$ cat src/rtl/anti_theft_controller_if.sv
// Signal bundle between the car-security sequencer and the rest of the system.
// The master side drives sensors, ticks and the reprogram pulse.
// The slave side (the controller) returns the siren, LED, pump gate and debug state.
interface anti_theft_controller_if;
  logic       one_hz_enable;
  logic       ignition;
  logic       driver_door;
  logic       passenger_door;
  logic       hood;
  logic       reprogram;
  logic       siren;
  logic       status_led;
  logic       pump_inhibit;
  logic [2:0] state_out;

  modport master (
    output one_hz_enable, ignition, driver_door, passenger_door, hood, reprogram,
    input  siren, status_led, pump_inhibit, state_out
  );

  modport slave (
    input  one_hz_enable, ignition, driver_door, passenger_door, hood, reprogram,
    output siren, status_led, pump_inhibit, state_out
  );
endinterface

$ cat src/rtl/anti_theft_controller.sv
// Central sequencing FSM of the car-security system.
// It arms, triggers and sounds the alarm from ignition/door/hood inputs using a
// shared down-counter that decrements on 1 Hz ticks. All outputs are registered.
// pump_inhibit is ANDed downstream with the fuel pump controller's output.
module anti_theft_controller #(
  parameter int TW                = 4,
  parameter int T_ARM_DELAY       = 6,
  parameter int T_DRIVER_DELAY    = 8,
  parameter int T_PASSENGER_DELAY = 15,
  parameter int T_ALARM_ON        = 10
) (
  input  logic                     clk,
  input  logic                     reset_n,
  anti_theft_controller_if.slave   bus
);

  localparam logic [2:0] ARMED           = 3'd0;
  localparam logic [2:0] TRIGGERED       = 3'd1;
  localparam logic [2:0] SOUND_ALARM     = 3'd2;
  localparam logic [2:0] DISARMED        = 3'd3;
  localparam logic [2:0] WAIT_DOOR_OPEN  = 3'd4;
  localparam logic [2:0] WAIT_DOOR_CLOSE = 3'd5;
  localparam logic [2:0] ARM_COUNT       = 3'd6;

  localparam logic [TW-1:0] LOAD_ARM       = TW'(T_ARM_DELAY);
  localparam logic [TW-1:0] LOAD_DRIVER    = TW'(T_DRIVER_DELAY);
  localparam logic [TW-1:0] LOAD_PASSENGER = TW'(T_PASSENGER_DELAY);
  localparam logic [TW-1:0] LOAD_ALARM     = TW'(T_ALARM_ON);

  logic [2:0]    state_q, state_d;
  logic [TW-1:0] count_q, count_d;
  logic          siren_q, siren_d;
  logic          status_led_q, status_led_d;
  logic          pump_inhibit_q, pump_inhibit_d;

  // Timer control produced by the FSM; a load always wins over a tick.
  logic          load_en;
  logic          clear_en;
  logic [TW-1:0] load_val;
  logic          expired;
  logic          any_open;
  logic          tick;

  assign tick     = bus.one_hz_enable;
  assign any_open = bus.driver_door | bus.passenger_door | bus.hood;
  // A load happens on the edge itself, so the count seen here was never
  // loaded during the current cycle; zero therefore means expired.
  assign expired  = (count_q == '0);

  // Next-state and timer-load decisions; reprogram overrides everything.
  always_comb begin
    state_d  = state_q;
    load_en  = 1'b0;
    clear_en = 1'b0;
    load_val = '0;
    if (bus.reprogram) begin
      state_d  = ARMED;
      clear_en = 1'b1;
    end else begin
      case (state_q)
        ARMED: begin
          if (bus.ignition) begin
            state_d = DISARMED;
          end else if (bus.driver_door) begin
            // Driver opening takes the shorter grace even if others open too.
            state_d  = TRIGGERED;
            load_en  = 1'b1;
            load_val = LOAD_DRIVER;
          end else if (bus.passenger_door || bus.hood) begin
            state_d  = TRIGGERED;
            load_en  = 1'b1;
            load_val = LOAD_PASSENGER;
          end
        end
        TRIGGERED: begin
          // Closing the openings does not cancel the countdown.
          if (bus.ignition) begin
            state_d = DISARMED;
          end else if (expired) begin
            state_d  = SOUND_ALARM;
            load_en  = 1'b1;
            load_val = LOAD_ALARM;
          end
        end
        SOUND_ALARM: begin
          if (bus.ignition) begin
            state_d = DISARMED;
          end else if (any_open) begin
            // Siren tail only starts counting once everything is closed.
            load_en  = 1'b1;
            load_val = LOAD_ALARM;
          end else if (expired) begin
            state_d = ARMED;
          end
        end
        DISARMED: begin
          if (!bus.ignition) begin
            state_d = WAIT_DOOR_OPEN;
          end
        end
        WAIT_DOOR_OPEN: begin
          if (bus.ignition) begin
            state_d = DISARMED;
          end else if (bus.driver_door) begin
            state_d = WAIT_DOOR_CLOSE;
          end
        end
        WAIT_DOOR_CLOSE: begin
          if (bus.ignition) begin
            state_d = DISARMED;
          end else if (!bus.driver_door) begin
            state_d  = ARM_COUNT;
            load_en  = 1'b1;
            load_val = LOAD_ARM;
          end
        end
        ARM_COUNT: begin
          // Passenger door and hood are deliberately ignored while re-arming.
          if (bus.ignition) begin
            state_d = DISARMED;
          end else if (bus.driver_door) begin
            state_d = WAIT_DOOR_CLOSE;
          end else if (expired) begin
            state_d = ARMED;
          end
        end
        default: begin
          state_d  = ARMED;
          clear_en = 1'b1;
        end
      endcase
    end
  end

  // Down-counter: load or clear takes priority, otherwise decrement on tick down to zero.
  always_comb begin
    count_d = count_q;
    if (clear_en) begin
      count_d = '0;
    end else if (load_en) begin
      count_d = load_val;
    end else if (tick && (count_q != '0)) begin
      count_d = count_q - 1'b1;
    end
  end

  // Output decode from the upcoming state so the registered outputs line up with state_out.
  always_comb begin
    siren_d        = (state_d == SOUND_ALARM);
    pump_inhibit_d = (state_d == ARMED) || (state_d == TRIGGERED) ||
                     (state_d == SOUND_ALARM);
    status_led_d   = 1'b0;
    case (state_d)
      ARMED: begin
        // Blink while armed; always restart dark when (re)entering ARMED.
        if (bus.reprogram || (state_q != ARMED)) begin
          status_led_d = 1'b0;
        end else if (tick) begin
          status_led_d = ~status_led_q;
        end else begin
          status_led_d = status_led_q;
        end
      end
      TRIGGERED, SOUND_ALARM: status_led_d = 1'b1;
      default:                status_led_d = 1'b0;
    endcase
  end

  // State, timer and output registers with asynchronous active-low reset.
  always_ff @(posedge clk or negedge reset_n) begin
    if (!reset_n) begin
      state_q        <= ARMED;
      count_q        <= '0;
      siren_q        <= 1'b0;
      status_led_q   <= 1'b0;
      pump_inhibit_q <= 1'b1;
    end else begin
      state_q        <= state_d;
      count_q        <= count_d;
      siren_q        <= siren_d;
      status_led_q   <= status_led_d;
      pump_inhibit_q <= pump_inhibit_d;
    end
  end

  assign bus.siren        = siren_q;
  assign bus.status_led   = status_led_q;
  assign bus.pump_inhibit = pump_inhibit_q;
  assign bus.state_out    = state_q;

endmodule

$ cat src/flat_wrapper.sv
// flat-port wrapper written by rule: the top's interface ports become plain ports
module anti_theft_controller_flat 
#(
  parameter int TW                = 4,
  parameter int T_ARM_DELAY       = 6,
  parameter int T_DRIVER_DELAY    = 8,
  parameter int T_PASSENGER_DELAY = 15,
  parameter int T_ALARM_ON        = 10
)
  (clk, reset_n, bus_one_hz_enable, bus_ignition, bus_driver_door, bus_passenger_door, bus_hood, bus_reprogram, bus_siren, bus_status_led, bus_pump_inhibit, bus_state_out);
  anti_theft_controller_if bus_i ();
  input  logic clk;
  input  logic reset_n;
  input wire logic [$bits(bus_i.one_hz_enable)-1:0] bus_one_hz_enable;
  input wire logic [$bits(bus_i.ignition)-1:0] bus_ignition;
  input wire logic [$bits(bus_i.driver_door)-1:0] bus_driver_door;
  input wire logic [$bits(bus_i.passenger_door)-1:0] bus_passenger_door;
  input wire logic [$bits(bus_i.hood)-1:0] bus_hood;
  input wire logic [$bits(bus_i.reprogram)-1:0] bus_reprogram;
  output wire logic [$bits(bus_i.siren)-1:0] bus_siren;
  output wire logic [$bits(bus_i.status_led)-1:0] bus_status_led;
  output wire logic [$bits(bus_i.pump_inhibit)-1:0] bus_pump_inhibit;
  output wire logic [$bits(bus_i.state_out)-1:0] bus_state_out;
  assign bus_i.one_hz_enable = bus_one_hz_enable;
  assign bus_i.ignition = bus_ignition;
  assign bus_i.driver_door = bus_driver_door;
  assign bus_i.passenger_door = bus_passenger_door;
  assign bus_i.hood = bus_hood;
  assign bus_i.reprogram = bus_reprogram;
  assign bus_siren = bus_i.siren;
  assign bus_status_led = bus_i.status_led;
  assign bus_pump_inhibit = bus_i.pump_inhibit;
  assign bus_state_out = bus_i.state_out;
  anti_theft_controller #(.TW(TW), .T_ARM_DELAY(T_ARM_DELAY), .T_DRIVER_DELAY(T_DRIVER_DELAY), .T_PASSENGER_DELAY(T_PASSENGER_DELAY), .T_ALARM_ON(T_ALARM_ON)) u_core (.clk(clk), .reset_n(reset_n), .bus(bus_i));
endmodule
$ cat config.mk
export PLATFORM = sky130hd
export DESIGN_NAME = anti_theft_controller_flat
export DESIGN_NICKNAME = d
export VERILOG_FILES = /design/src/rtl/anti_theft_controller_if.sv /design/src/rtl/anti_theft_controller.sv /design/src/flat_wrapper.sv
export SDC_FILE = /design/constraint.sdc
export NUM_CORES = 1
export LEC_CHECK = 0
export ABC_AREA = 1
export CAP_MARGIN = 15
export CORE_MARGIN = 1
export CORE_UTILIZATION = 50
export DETAILED_ROUTE_END_ITERATION = 8
export PLACE_DENSITY = 0.76
export SYNTH_ARGS = -nofsm -noshare
export SYNTH_HDL_FRONTEND = slang
export SYNTH_SLANG_ARGS = --single-unit
$ cat constraint.sdc
create_clock -name clk -period 2.1 [get_ports clk]
set_clock_uncertainty 0.2 [all_clocks]
set_input_delay 0.525 -clock clk [delete_from_list [all_inputs] [get_ports clk]]
set_output_delay 0.525 -clock clk [all_outputs]
set_load 0.005 [all_outputs]
==> results of run 1 <==
==> placed cells by master, fill, tap and decap left out, types with 3 or more instances in the layout <==
master and n:
a21oi_1 3, buf_4 7, clkbuf_4 3, clkdlybuf4s50_1 12, dfrtp_1 8, inv_1 12, inv_2 9, nand2_1 39
nand2_2 6, nand3_1 11, nor2_1 10, nor3_1 4, o21ai_0 4, o21ai_1 3
==> worst reg2reg max path, cell delays in order, from the launching register on <==
cell	delay (ps)
dfrtp_1	340
inv_1	70
ha_1	240
nand2_1	170
nand2_1	70
nand2_1	60
nand2_1	50
nand2_1	70
nand3_1	140
nand2_1	120
inv_1	60
nand2_1	50
nand2_1	40
nand2_1	50
nand2_1	40
==> where the power goes <==
| group | total, W | switching [W] | internal [W] |
|---|---|---|---|
| Clock | 0.000134 | 0.0000611 | 0.0000732 |
| Sequential | 0.000335 | 0.0000690 | 0.000266 |
| Combinational | 0.000543 | 0.000309 | 0.000234 |
==> path summary, 6_finish.rpt <==
kind	from	to	slack, ps
worst max-delay path	u_core.bus.state_out[0]	bus_state_out[0]	70
worst min-delay path	u_core.bus.status_led	u_core.bus.status_led	340
worst max register to register	u_core.count_q[0]	u_core.bus.status_led	220
worst min register to register	u_core.bus.status_led	u_core.bus.status_led	340
max in group asynchronous	reset_n	u_core.bus.pump_inhibit	990
min in group asynchronous	reset_n	u_core.count_q[3]	370
==> cell families after synthesis <==
logic type	count (synthesis)	share of synthesized area (%)
simple gates	77	44.2
fa+ha+maj	1	1.58
compound gates	13	8.72
flops	10	31.9
xor+xnor	2	2.22
buf+inv	23	11.4
==> layer usage <==
layer	global-route usage, %	up-vias	wire length [um]
met4	4.52	0	8
met3	11.7	2	245
met5	0	-	0
met1	31.8	395	822
li1	-	444	-
met2	39.1	62	900
==> state kept, by name, summed over array words and instances (netlist names) <==
name / count
u_core.bus.pump_inhibit: 1
u_core.bus.siren: 1
u_core.bus.state_out: 3
u_core.bus.status_led: 1
u_core.count_q: 4
==> layout make-up <==
cell class / count / area (um2)
Tap cell: 15 / 18.8
Inverter: 22 / 82.6
Multi-Input combinational cell: 93 / 455
Timing Repair Buffer: 20 / 185
Sequential cell: 10 / 253
Fill cell: 116 / 362
Clock buffer: 4 / 26.3
==> per-stage QoR <==
| stage | cell area (um2) | utilization, % |
|---|---|---|
| after global routing | 1020 | 73.8 |
| final | 1020 | 73.8 |
| after floorplan | 790 | - |
| after CTS | 1010 | 73.1 |
| after detailed placement | 983 | 71.1 |
| after global placement | 983 | 71.1 |
==> timing repair <==
item / in CTS / in global routing
endpoints found under the setup margin: 1 / 4
pin swaps: 0 / 0
gates resized for setup: 1 / 5
==> results.sh, run 1 <==
export IMPL_vdd_drop_max_mv=0.712
export IMPL_cts_made_buffers=3
export IMPL_leakage_nw=0.562
export IMPL_place_inst=160
export IMPL_grt_start_max_net_pins=12
export IMPL_yosysMostFrequentCell="nand2_1"
export IMPL_period_share_pct=96.8
export IMPL_async_flop_share_pct=100
export IMPL_cp_slowest_cell="clkdlybuf4s50_1"
export IMPL_synth_area_leader_cell="dfrtp_1"
export IMPL_path_buf_inv=1
export IMPL_gp_congestion=0.930
export IMPL_portBuffers=13
export IMPL_synthTopCellsByCount="41 x nand2_1, 13 x inv_1, 11 x nand3_1, 11 x nor2_1, 9 x dfrtp_1"
export IMPL_hold_viol_final=0
export IMPL_timing_fmax_mhz=492
export IMPL_drc=0
export IMPL_rsz0062_at_grt="no"
export IMPL_dr_first_iter_drc_count=28
export IMPL_rows=13
export IMPL_status="finished clean"
export IMPL_grt_pass1_vias=849
export IMPL_synth_cells=126
export IMPL_power_w=0.00101
export IMPL_initial_core_util_pct=57.1
export IMPL_worstSetupPathType="reg -> out"
export IMPL_insertedDiodeCount=0
export IMPL_synthesis_nets=135
export IMPL_yosys_top_cells_area="dfrtp_1 29%, nand2_1 19%, nand3_1 7.0%"
export IMPL_cp_max_fo=7
export IMPL_path_clk_slew_ps=60
export IMPL_num_vias=903
export IMPL_min_path_type="reg -> reg"
export IMPL_maxSlewViolCount=0
export IMPL_synth_cell_type_count=22
export IMPL_maxCapViolCount=0
export IMPL_cts_tree="done"
export IMPL_cts_htree_levels=1
export IMPL_holdBufCountCts=0
export IMPL_drive_gt1_share_pct=22.1
export IMPL_hpwl_um=1470
export IMPL_netlist_area_um2=790
export IMPL_synth_edf_count=0
export IMPL_clk_latency_ps=260
export IMPL_ys_warn_count=0
export IMPL_tightestPinTransition_ps=434
export IMPL_crit_path_end_kind="primary output"
export IMPL_hold_ws_ps=340
export IMPL_core_um2=1380
export IMPL_cp_arrival_ps=1310
export IMPL_fp_dieH_um=41.7
export IMPL_ant_nets=0
export IMPL_cpPeakStageDelay_ps=560
export IMPL_fin_ws_ps=66.3
export IMPL_nNetsFinal=159
export IMPL_post_route_min_period_ps=2030
export IMPL_seq_area_frac_synth_pct=31.9
export IMPL_grt_pass1_wl_um=3410
export IMPL_clock_path_buffers=2
export IMPL_postCtsSetupRepairBufs=0
export IMPL_crit_family="buffers and inverters"
export IMPL_finalSetupTns_ps=0
export IMPL_wl_per_cell_um=12.0
export IMPL_cp_start_kind="flip-flop"
export IMPL_areaGrowthSynthToFinish_pct=29.3
export IMPL_die_x_um=41.7
export IMPL_instances_no_fill=164
export IMPL_finalWirelength_um=1980
export IMPL_grt_overflow=0
export IMPL_syn_area_per_cell_um2=6.27
export IMPL_slew_limit_headroom_pct=71.0
export IMPL_path_cells="clkdlybuf4s50_1"
export IMPL_ioPinCount=14
export IMPL_synth_top_area_share_pct=28.5
export IMPL_root_buffer="clkbuf_4"
export IMPL_r2r_cells=14
export IMPL_min_path_cells=2
export IMPL_required_ps=1370
export IMPL_crit_cells=1
export IMPL_firstDrtPassIters=4
export IMPL_numClockSinks=10
export IMPL_synth_top_flop_cell="dfrtp_1"
export IMPL_setup_violations=0
export IMPL_dieArea_um2=1740
export IMPL_grt_usage_pct=25.0
export IMPL_power_density_nw_per_um2=991
export IMPL_via_per_inst=5.51
export IMPL_ys_ff_latch=10
export IMPL_place_ws_ps=-184
export IMPL_antenna_found_initial=0
Power figures use the tool's default switching activity.
==> inputs of run 2 (changes only) <==
SETUP_SLACK_MARGIN = 0.1   (was default)
==> results.sh, run 2 (synthesis gave the netlist of run 1 again) <==
export IMPL_rows=13
export IMPL_slew_limit_headroom_pct=71.2
export IMPL_vdd_drop_max_mv=0.699
export IMPL_drive_gt1_share_pct=26.0
export IMPL_path_buf_inv=1
export IMPL_maxSlewViolCount=0
export IMPL_grt_usage_pct=26.1
export IMPL_post_route_min_period_ps=1960
export IMPL_path_clk_slew_ps=50
export IMPL_fp_dieH_um=41.7
export IMPL_antenna_found_initial=0
export IMPL_drc=0
export IMPL_portBuffers=13
export IMPL_min_path_type="reg -> reg"
export IMPL_setup_violations=0
export IMPL_numClockSinks=10
export IMPL_leakage_nw=0.578
export IMPL_wl_per_cell_um=12.2
export IMPL_rsz0062_at_grt="yes"
export IMPL_grt_overflow=0
export IMPL_layout_common_cells="38 x nand2_1, 12 x inv_1, 11 x nand3_1"
export IMPL_clk_latency_ps=260
export IMPL_worstSetupPathType="reg -> out"
export IMPL_status="finished clean"
export IMPL_dr_first_iter_drc_count=33
export IMPL_cpPeakStageDelay_ps=530
export IMPL_insertedDiodeCount=0
export IMPL_crit_path_end_kind="primary output"
export IMPL_hpwl_um=1470
export IMPL_grt_pass1_wl_um=3540
export IMPL_cts_made_buffers=3
export IMPL_gp_congestion=0.930
export IMPL_die_x_um=41.7
export IMPL_grt_start_max_net_pins=11
export IMPL_num_fill_cells=107
export IMPL_grt_pass1_vias=859
export IMPL_firstDrtPassIters=5
export IMPL_largest_reg_flops=4
export IMPL_layout_commonest_cell="nand2_1"
export IMPL_initial_core_util_pct=57.1
export IMPL_power_w=0.00102
export IMPL_root_buffer="clkbuf_4"
export IMPL_nNetsFinal=160
export IMPL_dieArea_um2=1740
export IMPL_hold_viol_final=0
export IMPL_tightestPinTransition_ps=431
export IMPL_timing_fmax_mhz=511
export IMPL_finalSetupTns_ps=0
export IMPL_holdBufCountCts=0
export IMPL_areaGrowthSynthToFinish_pct=32.3
export IMPL_via_per_inst=5.57
export IMPL_seq_area_um2=255
export IMPL_cts_htree_levels=1
export IMPL_required_ps=1370
export IMPL_multi_input_area_um2=464
export IMPL_power_density_nw_per_um2=981
export IMPL_cts_tree="done"
export IMPL_crit_family="buffers and inverters"
export IMPL_ioPinCount=14
export IMPL_ant_nets=0
export IMPL_finalWirelength_um=2020
export IMPL_cp_slowest_cell="clkdlybuf4s50_1"
export IMPL_num_vias=919
export IMPL_cp_start_kind="flip-flop"
export IMPL_clock_path_buffers=2
export IMPL_path_cells="clkdlybuf4s50_1"
export IMPL_core_um2=1380
export IMPL_cp_arrival_ps=1230
export IMPL_period_share_pct=93.1
export IMPL_top_register="u_core.count_q"
export IMPL_maxCapViolCount=0
export IMPL_cp_max_fo=7
## run 2: cell types whose count changed in the layout (fill, tap and decap cells not counted), sizes merged
cell	change
dlymetal6s2s	+2
clkdlybuf4s50	-2
buf	+1
## run 2: worst register-to-register path, stage by stage, from the launching register on
cell and delay [ps]:
dfrtp_2 420, buf_4 180, nor3_1 330, o21ai_0 160, nand2_1 100, nand2_1 80
nand2_1 90, inv_1 60, nand2_1 50, nand2_1 40, nand2_1 50, nand2_1 40
## run 2: repair_timing
item | CTS | global route
buffers inserted | 1 | 0
endpoints found under the setup margin | 4 | 7
gates resized for setup | 4 | 9
## run 2: final cells by class
| cell class | count | share of cell area (%) |
|---|---|---|
| flip-flops and latches | 10 | 24.4 |
| repair buffers | 21 | 18.9 |
| well taps | 15 | 1.80 |
| inverters | 22 | 7.90 |
| multi-input cells | 93 | 44.4 |
| clock buffers | 4 | 2.51 |
## run 2: stage by stage
stage | worst slack (ps) | utilization (%) | cell area (um2) | instances | hold WS, ps
detailed placement | -184 | 71.1 | 983 | 160 | 327
global placement | -177 | 71.1 | 983 | 160 | 298
CTS | 101 | 74.0 | 1020 | 165 | 346
global route | 67.1 | 75.6 | 1040 | 165 | 370
floorplan | 439 | - | 790 | 126 | 29.4
finish | 145 | 75.6 | 1040 | 165 | 340
## run 2: path summary, 6_finish.rpt
| check | slack, ps | from | endpoint | depth (start not counted) |
|---|---|---|---|---|
| max reg2reg | 190 | u_core.bus.state_out[2] | u_core.bus.status_led | 11 |
| max in group asynchronous | 990 | reset_n | u_core.bus.pump_inhibit | 1 |
| max | 140 | u_core.bus.state_out[0] | bus_state_out[0] | 1 |
| min | 340 | u_core.bus.status_led | u_core.bus.status_led | 2 |
| min reg2reg | 340 | u_core.bus.status_led | u_core.bus.status_led | 2 |
| min in group asynchronous | 360 | reset_n | u_core.count_q[3] | 1 |
## run 2: per-layer routing
metal	global-route usage, %	up-vias	share of wire, %
met5	0	-	0
met4	3.87	0	0.79
met3	9.13	2	10
met2	42.2	57	47
met1	34.2	413	43
li1	-	447	-
## run 2: where the power goes
group	switching, W	total [W]	internal, W
Clock	0.0000617	0.000135	0.0000731
Combinational	0.000316	0.000554	0.000237
Sequential	0.0000679	0.000336	0.000268
Total	0.000446	0.00102	0.000579
==> inputs of run 3 (changes only) <==
CORE_ASPECT_RATIO = 1.2   (was default)
==> results.sh, run 3 (synthesis gave the netlist of run 1 again) <==
export IMPL_status="finished clean"
export IMPL_crit_cells=1
export IMPL_pwr_share_clk_pct=15.9
export IMPL_layout_commonest_cell="nand2_1"
export IMPL_hold_viol_final=0
export IMPL_period_share_pct=92.7
export IMPL_critPathLaunch="u_core.bus.state_out[0]"
export IMPL_portBuffers=13
export IMPL_core_um2=1460
export IMPL_grt_start_max_net_pins=12
export IMPL_hpwl_um=1500
export IMPL_setup_violations=0
export IMPL_firstDrtPassIters=4
export IMPL_cpPeakStageDelay_ps=540
export IMPL_areaGrowthSynthToFinish_pct=42.0
export IMPL_nNetsFinal=167
export IMPL_r2r_cells=12
export IMPL_power_w=0.00109
export IMPL_path_clk_slew_ps=70
export IMPL_tightestPinTransition_ps=448
export IMPL_num_vias=933
export IMPL_p_int_w=0.000635
export IMPL_cp_endpoint="bus_state_out[0]"
export IMPL_worstSetupPathType="reg -> out"
export IMPL_slew_limit_headroom_pct=70.1
export IMPL_cp_arrival_ps=1220
export IMPL_leakage_nw=0.640
export IMPL_pwr_share_comb_pct=53.6
export IMPL_largest_reg_flops=4
export IMPL_drive_gt1_share_pct=30.6
export IMPL_finalSetupTns_ps=0
export IMPL_layout_common_cells="38 x nand2_1, 15 x buf_4, 12 x inv_1"
export IMPL_p_sw_w=0.000457
export IMPL_ioPinCount=14
export IMPL_vdd_drop_max_mv=0.607
export IMPL_numClockSinks=10
export IMPL_cp_start_kind="flip-flop"
export IMPL_antenna_found_initial=0
export IMPL_p_sw_share_pct=41.9
export IMPL_grt_overflow=0
export IMPL_crit_family="buffers and inverters"
export IMPL_finalWirelength_um=2030
export IMPL_clk_latency_ps=270
export IMPL_cts_made_buffers=3
export IMPL_crit_path_end_kind="primary output"
export IMPL_grt_usage_pct=25.7
export IMPL_dr_first_iter_drc_count=34
export IMPL_fin_util_pct=76.6
export IMPL_met2_length_um=1010
export IMPL_via_per_inst=5.36
export IMPL_root_buffer="clkbuf_4"
export IMPL_fp_dieH_um=45.5
export IMPL_clock_path_buffers=2
export IMPL_timing_fmax_mhz=514
export IMPL_required_ps=1370
export IMPL_rsz0062_at_grt="no"
export IMPL_top_layer_used="met4"
export IMPL_cts_tree="done"
export IMPL_die_x_um=38.3
export IMPL_route_met3_wl_um=154
export IMPL_min_path_type="reg -> reg"
export IMPL_seqPwrFrac_pct=30.5
export IMPL_maxSlewViolCount=0
export IMPL_post_route_min_period_ps=1950
export IMPL_dieArea_um2=1740
export IMPL_initial_core_util_pct=53.9
export IMPL_wl_per_cell_um=11.6
export IMPL_r2r_start="u_core.bus.state_out[2]"
export IMPL_cp_max_fo=6
export IMPL_wl_met1_um=832
export IMPL_maxCapViolCount=0
export IMPL_r2r_setup_slack_ps=240
export IMPL_grt_pass1_wl_um=3150
export IMPL_power_density_nw_per_um2=975
export IMPL_top_register="u_core.count_q"
export IMPL_ant_nets=0
export IMPL_cp_slowest_cell="clkdlybuf4s50_1"
export IMPL_r2r_end="u_core.bus.state_out[0]"
export IMPL_path_cells="clkdlybuf4s50_1"
export IMPL_insertedDiodeCount=0
export IMPL_gp_congestion=0.915
export IMPL_rows=15
export IMPL_drc=0
export IMPL_grt_pass1_vias=787
export IMPL_path_buf_inv=1
export IMPL_cts_htree_levels=1
==> run 3: timing repair <==
action                                  in CTS  in global routing
endpoints found under the setup margin       4                  8
endpoints found under the hold margin        0                  0
pin swaps                                    0                  7
resized for setup                            4                 13
hold buffers                                 0                  0
buffers inserted                             0                  6
==> run 3: power by group through the flow <==
stage / registers, W / clock network (W) / logic [W]
final: 0.000333 / 0.000173 / 0.000586
after global routing: 0.000342 / 0.000186 / 0.000659
after CTS: 0.000337 / 0.000178 / 0.000532
after detailed placement: 0.000337 / 0 / 0.000532
after global placement: 0.000336 / 0 / 0.000525
after floorplan: 0.000323 / 0 / 0.000359
==> run 3: area by class of cell <==
cell class                 instances  area (um2)
multi-input combinational         93         474
fill                             100         343
sequential                        10         255
timing repair buffer              28         251
inverter                          22        82.6
clock buffer                       4        36.3
tap                               17        21.3
==> run 3: worst min path at each step <==
stage | from | to | slack (ps) | cells past startpoint
after CTS | u_core.count_q[1] | u_core.count_q[1] | 330 | 2
after global placement | u_core.count_q[1] | u_core.count_q[1] | 300 | 2
after global routing | u_core.count_q[1] | u_core.count_q[1] | 370 | 2
after floorplan | reset_n | u_core.bus.siren | 30 | 0
after detailed placement | u_core.count_q[1] | u_core.count_q[1] | 310 | 2
final | u_core.count_q[1] | u_core.count_q[1] | 330 | 2
==> run 3: layer usage <==
layer / vias up / global-route usage, %
li1: 458 / -
met3: 4 / 2.94
met2: 52 / 42.4
met5: - / 0
met1: 419 / 33.5
met4: 0 / 10.7
==> run 3: per-stage QoR <==
step                      worst slack, ps  cells  area (um2)  hold WS [ps]
after floorplan                       439    126         790          29.4
after global placement               -126    164        1000           297
after detailed placement             -146    164        1000           310
after CTS                            64.2    168        1040           329
after global routing                 86.5    174        1120           368
final                                 153    174        1120           332
